### src/rtl/game_round_pkg.sv
// Shared definitions for the game round controller: state encoding,
// parameter defaults and fixed output widths.
package game_round_pkg;

  localparam int LEVEL_W = 3;
  localparam int LIVES_W = 3;

  localparam int DEF_LIVES_INIT     = 3;
  localparam int DEF_WINS_PER_LEVEL = 4;
  localparam int DEF_MAX_LEVEL      = 7;
  localparam int DEF_BASE_SPEED     = 1;
  localparam int DEF_DXY_W          = 4;
  localparam int DEF_SCORE_W        = 8;

  typedef enum logic [2:0] {
    ST_IDLE      = 3'd0,
    ST_ARM       = 3'd1,
    ST_PLAY      = 3'd2,
    ST_LEVEL_UP  = 3'd3,
    ST_GAME_OVER = 3'd4
  } state_t;

endpackage

### src/rtl/game_sat_counter.sv
// Up counter that sticks at all-ones; synchronous clear wins over increment.
module game_sat_counter #(
  parameter int W = 8
) (
  input  logic         i_clk,
  input  logic         i_reset_n,
  input  logic         i_clear,
  input  logic         i_inc,
  output logic [W-1:0] o_count
);

  logic [W-1:0] r_count;

  always_ff @(posedge i_clk or negedge i_reset_n) begin
    if (!i_reset_n) begin
      r_count <= '0;
    end else if (i_clear) begin
      r_count <= '0;
    end else if (i_inc && (r_count != {W{1'b1}})) begin
      r_count <= r_count + W'(1);
    end
  end

  assign o_count = r_count;

endmodule

### src/rtl/game_round_controller.sv
// Session sequencer above the game master: lives, score, level, high score,
// per-level target speed, and the hold that parks the master between games.
module game_round_controller
  import game_round_pkg::*;
#(
  parameter int LIVES_INIT     = DEF_LIVES_INIT,
  parameter int WINS_PER_LEVEL = DEF_WINS_PER_LEVEL,
  parameter int MAX_LEVEL      = DEF_MAX_LEVEL,
  parameter int BASE_SPEED     = DEF_BASE_SPEED,
  parameter int DXY_W          = DEF_DXY_W,
  parameter int SCORE_W        = DEF_SCORE_W
) (
  input  logic               i_clk,
  input  logic               i_reset_n,
  input  logic               i_key,
  input  logic               i_round_done,
  input  logic               i_round_won,
  input  logic               i_end_of_game_timer_running,
  output logic               o_master_hold,
  output logic [DXY_W-1:0]   o_target_speed,
  output logic [LEVEL_W-1:0] o_level,
  output logic [LIVES_W-1:0] o_lives,
  output logic [SCORE_W-1:0] o_score,
  output logic [SCORE_W-1:0] o_high_score,
  output logic               o_level_up,
  output logic               o_game_over
);

  localparam int WIN_W = (WINS_PER_LEVEL > 1) ? $clog2(WINS_PER_LEVEL) : 1;
  localparam logic [WIN_W-1:0]   WIN_LAST    = WIN_W'(WINS_PER_LEVEL - 1);
  localparam logic [LEVEL_W-1:0] LEVEL_MAX   = LEVEL_W'(MAX_LEVEL);
  localparam logic [LIVES_W-1:0] LIVES_START = LIVES_W'(LIVES_INIT);
  localparam logic [DXY_W-1:0]   SPEED_BASE  = DXY_W'(BASE_SPEED);

  state_t               r_state;
  logic                 r_key_q;
  logic [WIN_W-1:0]     r_win_count;
  logic [LEVEL_W-1:0]   r_level;
  logic [LIVES_W-1:0]   r_lives;
  logic [SCORE_W-1:0]   r_high_score;
  logic [DXY_W-1:0]     r_target_speed;
  logic                 r_master_hold;
  logic                 r_level_up;
  logic                 r_game_over;

  state_t               w_state_next;
  logic [WIN_W-1:0]     w_win_count_next;
  logic [LEVEL_W-1:0]   w_level_next;
  logic [LIVES_W-1:0]   w_lives_next;
  logic [SCORE_W-1:0]   w_high_score_next;
  logic [DXY_W-1:0]     w_target_speed_next;
  logic [LEVEL_W-1:0]   w_level_inc;
  logic [SCORE_W-1:0]   w_score;
  logic                 w_key_rise;
  logic                 w_start;
  logic                 w_score_clear;
  logic                 w_score_inc;

  assign w_key_rise  = i_key & ~r_key_q;
  assign w_level_inc = (r_level < LEVEL_MAX) ? (r_level + LEVEL_W'(1)) : LEVEL_MAX;

  always_comb begin
    w_state_next        = r_state;
    w_win_count_next    = r_win_count;
    w_level_next        = r_level;
    w_lives_next        = r_lives;
    w_high_score_next   = r_high_score;
    w_target_speed_next = r_target_speed;
    w_start             = 1'b0;
    w_score_inc         = 1'b0;

    case (r_state)
      ST_IDLE: begin
        if (w_key_rise) begin
          w_start = 1'b1;
        end
      end
      ST_ARM: begin
        // Wait for the start press to be released so it cannot fire a torpedo.
        if (!i_key) begin
          w_state_next = ST_PLAY;
        end
      end
      ST_PLAY: begin
        if (i_round_done && i_round_won) begin
          w_score_inc = 1'b1;
          if (r_win_count == WIN_LAST) begin
            w_win_count_next = '0;
            if (r_level < LEVEL_MAX) begin
              w_state_next        = ST_LEVEL_UP;
              w_level_next        = w_level_inc;
              w_target_speed_next = SPEED_BASE + DXY_W'(w_level_inc);
            end
          end else begin
            w_win_count_next = r_win_count + WIN_W'(1);
          end
        end else if (i_round_done) begin
          if (r_lives <= LIVES_W'(1)) begin
            w_lives_next = '0;
            w_state_next = ST_GAME_OVER;
            if (w_score > r_high_score) begin
              w_high_score_next = w_score;
            end
          end else begin
            w_lives_next = r_lives - LIVES_W'(1);
          end
        end
      end
      ST_LEVEL_UP: begin
        w_state_next = ST_PLAY;
      end
      ST_GAME_OVER: begin
        if (w_key_rise && !i_end_of_game_timer_running) begin
          w_start = 1'b1;
        end
      end
      default: begin
        w_state_next = ST_IDLE;
      end
    endcase

    if (w_start) begin
      w_state_next        = ST_ARM;
      w_lives_next        = LIVES_START;
      w_level_next        = '0;
      w_win_count_next    = '0;
      w_target_speed_next = SPEED_BASE;
    end
  end

  assign w_score_clear = w_start;

  always_ff @(posedge i_clk or negedge i_reset_n) begin
    if (!i_reset_n) begin
      r_state        <= ST_IDLE;
      r_key_q        <= 1'b0;
      r_win_count    <= '0;
      r_level        <= '0;
      r_lives        <= '0;
      r_high_score   <= '0;
      r_target_speed <= SPEED_BASE;
      r_master_hold  <= 1'b1;
      r_level_up     <= 1'b0;
      r_game_over    <= 1'b0;
    end else begin
      r_state        <= w_state_next;
      r_key_q        <= i_key;
      r_win_count    <= w_win_count_next;
      r_level        <= w_level_next;
      r_lives        <= w_lives_next;
      r_high_score   <= w_high_score_next;
      r_target_speed <= w_target_speed_next;
      // Flag outputs decode the next state so they come straight from flops.
      r_master_hold  <= (w_state_next != ST_PLAY) && (w_state_next != ST_LEVEL_UP);
      r_level_up     <= (w_state_next == ST_LEVEL_UP);
      r_game_over    <= (w_state_next == ST_GAME_OVER);
    end
  end

  game_sat_counter #(
    .W(SCORE_W)
  ) u_score (
    .i_clk     (i_clk),
    .i_reset_n (i_reset_n),
    .i_clear   (w_score_clear),
    .i_inc     (w_score_inc),
    .o_count   (w_score)
  );

  assign o_master_hold  = r_master_hold;
  assign o_target_speed = r_target_speed;
  assign o_level        = r_level;
  assign o_lives        = r_lives;
  assign o_score        = w_score;
  assign o_high_score   = r_high_score;
  assign o_level_up     = r_level_up;
  assign o_game_over    = r_game_over;

endmodule
### config.mk
export PLATFORM = sky130hd
export DESIGN_NAME = game_round_controller
export DESIGN_NICKNAME = d
export VERILOG_FILES = /design/src/rtl/game_round_pkg.sv /design/src/rtl/game_sat_counter.sv /design/src/rtl/game_round_controller.sv
export SDC_FILE = /design/constraint.sdc
export NUM_CORES = 1
export LEC_CHECK = 0
export CAP_MARGIN = 20
export CORE_ASPECT_RATIO = 1.25
export CORE_MARGIN = 2
export CORE_UTILIZATION = 50
export CTS_CLUSTER_SIZE = 20
export DETAILED_ROUTE_END_ITERATION = 10
export PLACE_DENSITY_LB_ADDON = 0.25
export SLEW_MARGIN = 20
export SYNTH_ARGS = -nofsm -noshare
export SYNTH_HDL_FRONTEND = slang
export SYNTH_SLANG_ARGS = --single-unit
### constraint.sdc
create_clock -name i_clk -period 2.55 [get_ports i_clk]
set_input_delay 0.51 -clock i_clk [delete_from_list [all_inputs] [get_ports i_clk]]
set_output_delay 0.51 -clock i_clk [all_outputs]
set_load 0.02 [all_outputs]
; ---- Word level (Yosys, flattened, before mapping)
; Index checks and enable logic that the tools add are counted.
[totals]
out_inout_bits = 29
in_bits = 6
word_cells = 85
register_bits = 35
[classes]
mux = 35
n_addsub = 5
n_reduce_logical = 17
order_cmp = 3
bitwise = 3
eq_ne = 11
[op_table]
columns = operator, count
row1 = 3-bit 2-to-1 mux, 18
row2 = 4-bit 2-to-1 mux, 5
row3 = 8-bit 2-to-1 mux, 2
row4 = 3-bit case mux with 4 select lines, 1
row5 = 2-bit nonzero test, 6
row6 = 3-bit by 2-bit == test with 1-bit output (second input constant), 3
row7 = 8-bit by 1-bit adder with 8-bit output (second input constant), 1
row8 = 8-bit > comparator, 1
row9 = 2-bit 2-to-1 mux, 4
row10 = 8-bit inequality test (second input constant), 1
row11 = 3-bit == test (second input constant), 2
row12 = 3-bit by 2-bit inequality test with 1-bit output (second input constant), 2
row13 = 5-bit AND reduction, 1
row14 = 1-bit by 3-bit adder with 4-bit output (first input constant), 1
row15 = 1-bit logical AND, 4
row16 = 1-bit 2-to-1 mux, 4
row17 = 4-bit AND reduction, 1
row18 = 3-bit by 1-bit adder with 3-bit output (second input constant), 1
row19 = 3-bit by 1-bit == test with 1-bit output (second input constant), 1
row20 = 3-bit by 1-bit <= comparator with 1-bit output (second input constant), 1
row21 = 3-bit logical NOT, 1
row22 = 3-bit < comparator (second input constant), 1
row23 = 3-bit AND reduction, 1
row24 = 3-bit by 1-bit subtractor with 3-bit output (second input constant), 1
row25 = other kinds (9), 10

; ---- Longest topological paths before layout
; Gate-level depths: netlist of run 1.
[logic_depth]
word_depth = 8
mapped_depth = 6
mapped_depth_nobuf = 6

; ---- Hierarchy
; Synthesis of run 1 repeated with hierarchy kept, for this count alone.
[hier_totals]
hier_cells = 182
hier_area_um2 = 1925.6
[by_module_without_submodules]
columns = module, cells_per_inst, seq_area_each_um2, area_each_um2, n_inst
row1 = game_round_controller, 133, 678.2, 1461.4, 1
row2 = game_sat_counter, 49, 200.2, 464.2, 1

; ---- Worst setup path after synthesis of run 1
; No wires, ideal clock.
[synth_path]
path_type = register to register
startpoint = register u_score.r_count[3], in the netlist u_score.o_count[3]
endpoint = register r_high_score[0], in the netlist o_high_score[0]
arrival_time_ps = 2077
setup_slack_ps = 348
stages_incl_launch_ff = 6
required_ps = 2425
path_buffers = 0
synth_period_minus_slack_ps = 2202
setup_ps = 125
path_cell_list = dfrtp_1 > ha_1 > a21oi_1 > a31o_2 > a2111oi_4 > mux2_2
[synth_via]
elab_chain_len = 2
[synth_rtl]
columns = item, line
row1 = from (decl), game_sat_counter.sv:12  ; logic [W-1:0] r_count;
row2 = from (signal assigned), game_sat_counter.sv:20  ; r_count <= r_count + W'(1);
row3 = 8-bit > comparator, game_round_controller.sv:101  ; if (w_score > r_high_score) begin
row4 = 5-bit AND reduction (no line), --
row5 = to (signal assigned), game_round_controller.sv:151  ; r_high_score <= w_high_score_next;
row6 = to (decl), game_round_controller.sv:40  ; logic [SCORE_W-1:0] r_high_score;
; Every way passes these cells.
; A chain may end at the register's enable or synchronous reset.

; ---- Final worst setup path of run 1
[layout_path]
startpoint = register u_score.r_count[7], in the netlist u_score.o_count[7]
endpoint = register r_high_score[4], in the netlist o_high_score[4]
; The elaborated chain is that of the path after synthesis.

==> run summary, run 1 <==
The initial antenna violation count is 0. The mux share of post-synthesis cell area is 5.19%. The worst setup path is launched from a register. The total die area is 4320 µm². The number of sinks on the clock net came out at 35. The number of enable-type register cells in the synthesized netlist is 0. Of the synthesized area, sequential elements account for 46.1%. The share of the synthesized area in compound gates (AO/OA/AOI/OAI) is 17.8%. The clock transition at the registers of the reported paths is 0.07 ns. TritonCTS built the clock tree. The maximum vdd ir drop came out at 0.625 mV.

No sink is reached through more buffers than the 2 on the longest clock path. The tightest min-delay check is of the register to register type. The reported leakage power is 1.05 nW. The max-slew violation count came out at 0. The final route contains 1,581 vias.

After technology mapping, the gate count stands at 184. The worst setup path is captured at a register. The DRC violation total after the first TritonRoute iteration came out at 95. The first detailed-routing pass took 4 iterations. Buffers placed on the I/O ports in this run total 34.

The number of buffers inserted during clock tree synthesis is 5. The post-place instance area came out at 2300 µm². The half-perimeter wire length after detailed placement is 3330 µm. Of the total synthesized cell area, the portion taken by XOR and XNOR cells is 1.84%. The count of warnings emitted by yosys is 0.

The number of max-cap violations is 0. Including well taps, the total number of placed cells is 258. The mean number of vias per cell is 5.94. Global routing used 23.2% of the available tracks. The final layout contains 245 nets. The critical path in this run is classified as register to register.

The setup-violating endpoint count in the final report is 0. The average wire length per cell after detail routing came out at 16.4 µm. The transition time at the pin with the least slew margin is 0.533 ns. The run finished with clean final reports. Cells with a size suffix above 1 make up 9.73% of the layout. Of all flip-flops after synthesis, the portion carrying an async set or reset was 100%.

The final standard cell area without fillers came out at 2410 µm². The die boundary width came out at 59.2 µm. Entering global routing, the biggest net connects 36 pins. The minimum period implied by the final worst setup slack is 2.18 ns. The insertion delay of the later-clocked pin in the worst-skew pair came out at 0.30 ns. The via count of the first global-routing pass came out at 1,589. Dividing total power by cell area gives a power density of 984 nW/µm². The final core utilization is 64.7%. The register-to-register setup slack is 0.37 ns. The number of DRC violations after detailed routing came out at 0.

Once layout is complete, the cells apart from fillers number 266. Timing would allow up to 459 MHz. Data on the critical path arrives at its endpoint at 2.36 ns.

The first global-routing pass estimated 7410 µm of wire. The root buffer cell is clkbuf_8. The number of setup buffers added after CTS came out at 0. In this run the number of H-tree levels came out at 2.

In this run the remaining antenna-violating nets after routing total 0. The count of cell types in the netlist is 41. The required time of the worst setup path came out at 2.73 ns. The per-instance average area after synthesis came out at 10.4 µm².

In the synthesized netlist the dominant register cell turns out to be dfrtp_1. After synthesis, the largest family of logic cells by area is compound AO/OA/AOI/OAI gates. The total number of placement rows is 25.

0 antenna diodes ended up in the layout. The post-cts gate resize count is 0. In this run, synthesis produced a sequential element count of 35. The placeable core region came out at 3720 µm². The I/O pin count is 35. Setup repair after global routing left no endpoint under its margin. The cts-stage hold buffer count is 0. The overall overflow remaining after global route is 0. The portion of the clock cycle consumed by the worst path in the final layout is 85.3%. The adder-cell share of the synthesized area came out at 9.19%.

At the end of routability-driven placement, the weighted congestion stood at 0.779. The maximum clock skew at final layout is 0.0120 ns. Summed over all layers, the routed wires come to 4370 µm. The layout-stage area growth over the synthesis result came out at 26.4%. The initial cell density of the core came out at 51.2%. The count of endpoints failing hold in the final timing report was 0.

For the final routed database, the setup TNS stands at 0 ns. The worst relative slew slack came out at 64.3%. The net count after synthesis came out at 204. The simple-gate portion of the synthesized area is 14.9%. Of all nets on the critical path, the largest fanout is 8. In this run the cell area of the synthesized design comes to 1910 µm². The floorplan step set the die height to 73.0 µm.
## routing by layer
metal | vias to the layer above | GRT usage, % | part of all wire [%]
met5 | - | 0 | 0
met4 | 0 | 8.59 | 2.2
met3 | 11 | 6.38 | 4.9
met2 | 48 | 41.5 | 55
met1 | 768 | 25.4 | 37
li1 | 754 | - | -
## logic make-up (layout without fill, tap and decap cells)
kind of cell / count (synthesis) / count (layout)
buf+inv: 23 / 65
mux: 9 / 9
xor+xnor: 4 / 4
fa+ha+maj: 14 / 14
simple gates: 52 / 52
flops: 35 / 35
compound gates: 47 / 47
## layout make-up
type / instances / area [µm²]
multi-input cells: 126 / 932
clock buffers: 7 / 76.3
flip-flops and latches: 35 / 878
well taps: 40 / 50.0
clock inverters: 1 / 30.0
repair buffers: 38 / 370
inverters: 19 / 71.3
fillers: 313 / 1310
## layout by cell type, fill, tap and decap left out, types with 3 or more instances in the layout
master	Yosys	final
clkdlybuf4s50_1	0	34
nand3_1	9	9
dfrtp_1	33	33
clkbuf_8	0	5
nor2_1	7	7
nand4_1	3	3
o311ai_0	3	3
o21ai_0	5	5
or4_1	3	3
inv_1	19	19
a21oi_1	11	11
xnor2_1	3	3
ha_1	14	14
o211ai_1	6	6
nand2_1	15	15
and2_1	3	3
o31ai_1	8	8
mux2_2	7	7
o21a_1	3	3
buf_4	0	4
## worst max-delay path, cell delays in order (launching register included)
cell	delay [ns]
dfrtp_1	0.45
ha_1	0.35
nand4_1	0.14
a31o_2	0.28
a2111oi_4	0.28
buf_4	0.22
mux2_2	0.34
## report_power, final
part	internal (mW)	total (mW)	switching (mW)
combinational	0.442	0.995	0.553
sequential	0.707	0.884	0.177
clock	0.292	0.491	0.198
total	1.44	2.37	0.928
## per-stage QoR
stage	setup WS [ns]	hold slack [ns]	power (mW)
detailed placement	0.206	0.490	1.88
global placement	0.267	0.483	1.83
finish	0.374	0.510	2.37
global route	0.229	0.532	2.52
floorplan	0.348	0.214	1.48
CTS	0.347	0.499	2.38
## registers in the layout (all words and copies together) (netlist names)
signal	flops
o_high_score	8
u_score.o_count	8
o_target_speed	4
o_level	3
o_lives	3
r_state	3
r_win_count	2
o_game_over	1
o_level_up	1
o_master_hold	1
r_key_q	1
## final timing paths
check,from,to,cells after the start
max,u_score.o_count[7]$_DFFE_PN0P_,o_high_score[4]$_DFFE_PN0P_,6
min,r_win_count[0]$_DFFE_PN0P_,r_win_count[0]$_DFFE_PN0P_,1
max reg2reg,u_score.o_count[7]$_DFFE_PN0P_,o_high_score[4]$_DFFE_PN0P_,6
min reg2reg,r_win_count[0]$_DFFE_PN0P_,r_win_count[0]$_DFFE_PN0P_,1
max in group asynchronous,i_reset_n,o_master_hold$_DFF_PN1_,2
min in group asynchronous,i_reset_n,o_high_score[3]$_DFFE_PN0P_,2
## synth_stat cells, types with 3 or more instances
cell      number  share of area [%]
nor2_1         7                1.4
nand2_1       15                3.0
nand4_1        3               0.99
dfrtp_1       33                 43
xnor2_1        3                1.4
and2_1         3               0.99
o21a_1         3                1.2
o21ai_0        5                1.3
ha_1          14                9.2
o31ai_1        8                3.2
a21oi_1       11                2.9
o311ai_0       3                1.4
mux2_2         7                4.1
nand3_1        9                2.4
or4_1          3                1.2
inv_1         19                3.7
o211ai_1       6                2.4
(Power assumes the default switching activity.)
==> inputs of run 2 (changes only) <==
--- a/config.mk
+++ b/config.mk
@@ -5,6 +5,7 @@
 export SDC_FILE = /design/constraint.sdc
 export NUM_CORES = 1
 export LEC_CHECK = 0
+export ABC_AREA = 0
 export CAP_MARGIN = 20
 export CORE_ASPECT_RATIO = 1.25
 export CORE_MARGIN = 2
==> results of run 2 <==
The final DEF is identical to that of run 1; final timing and power are the same.
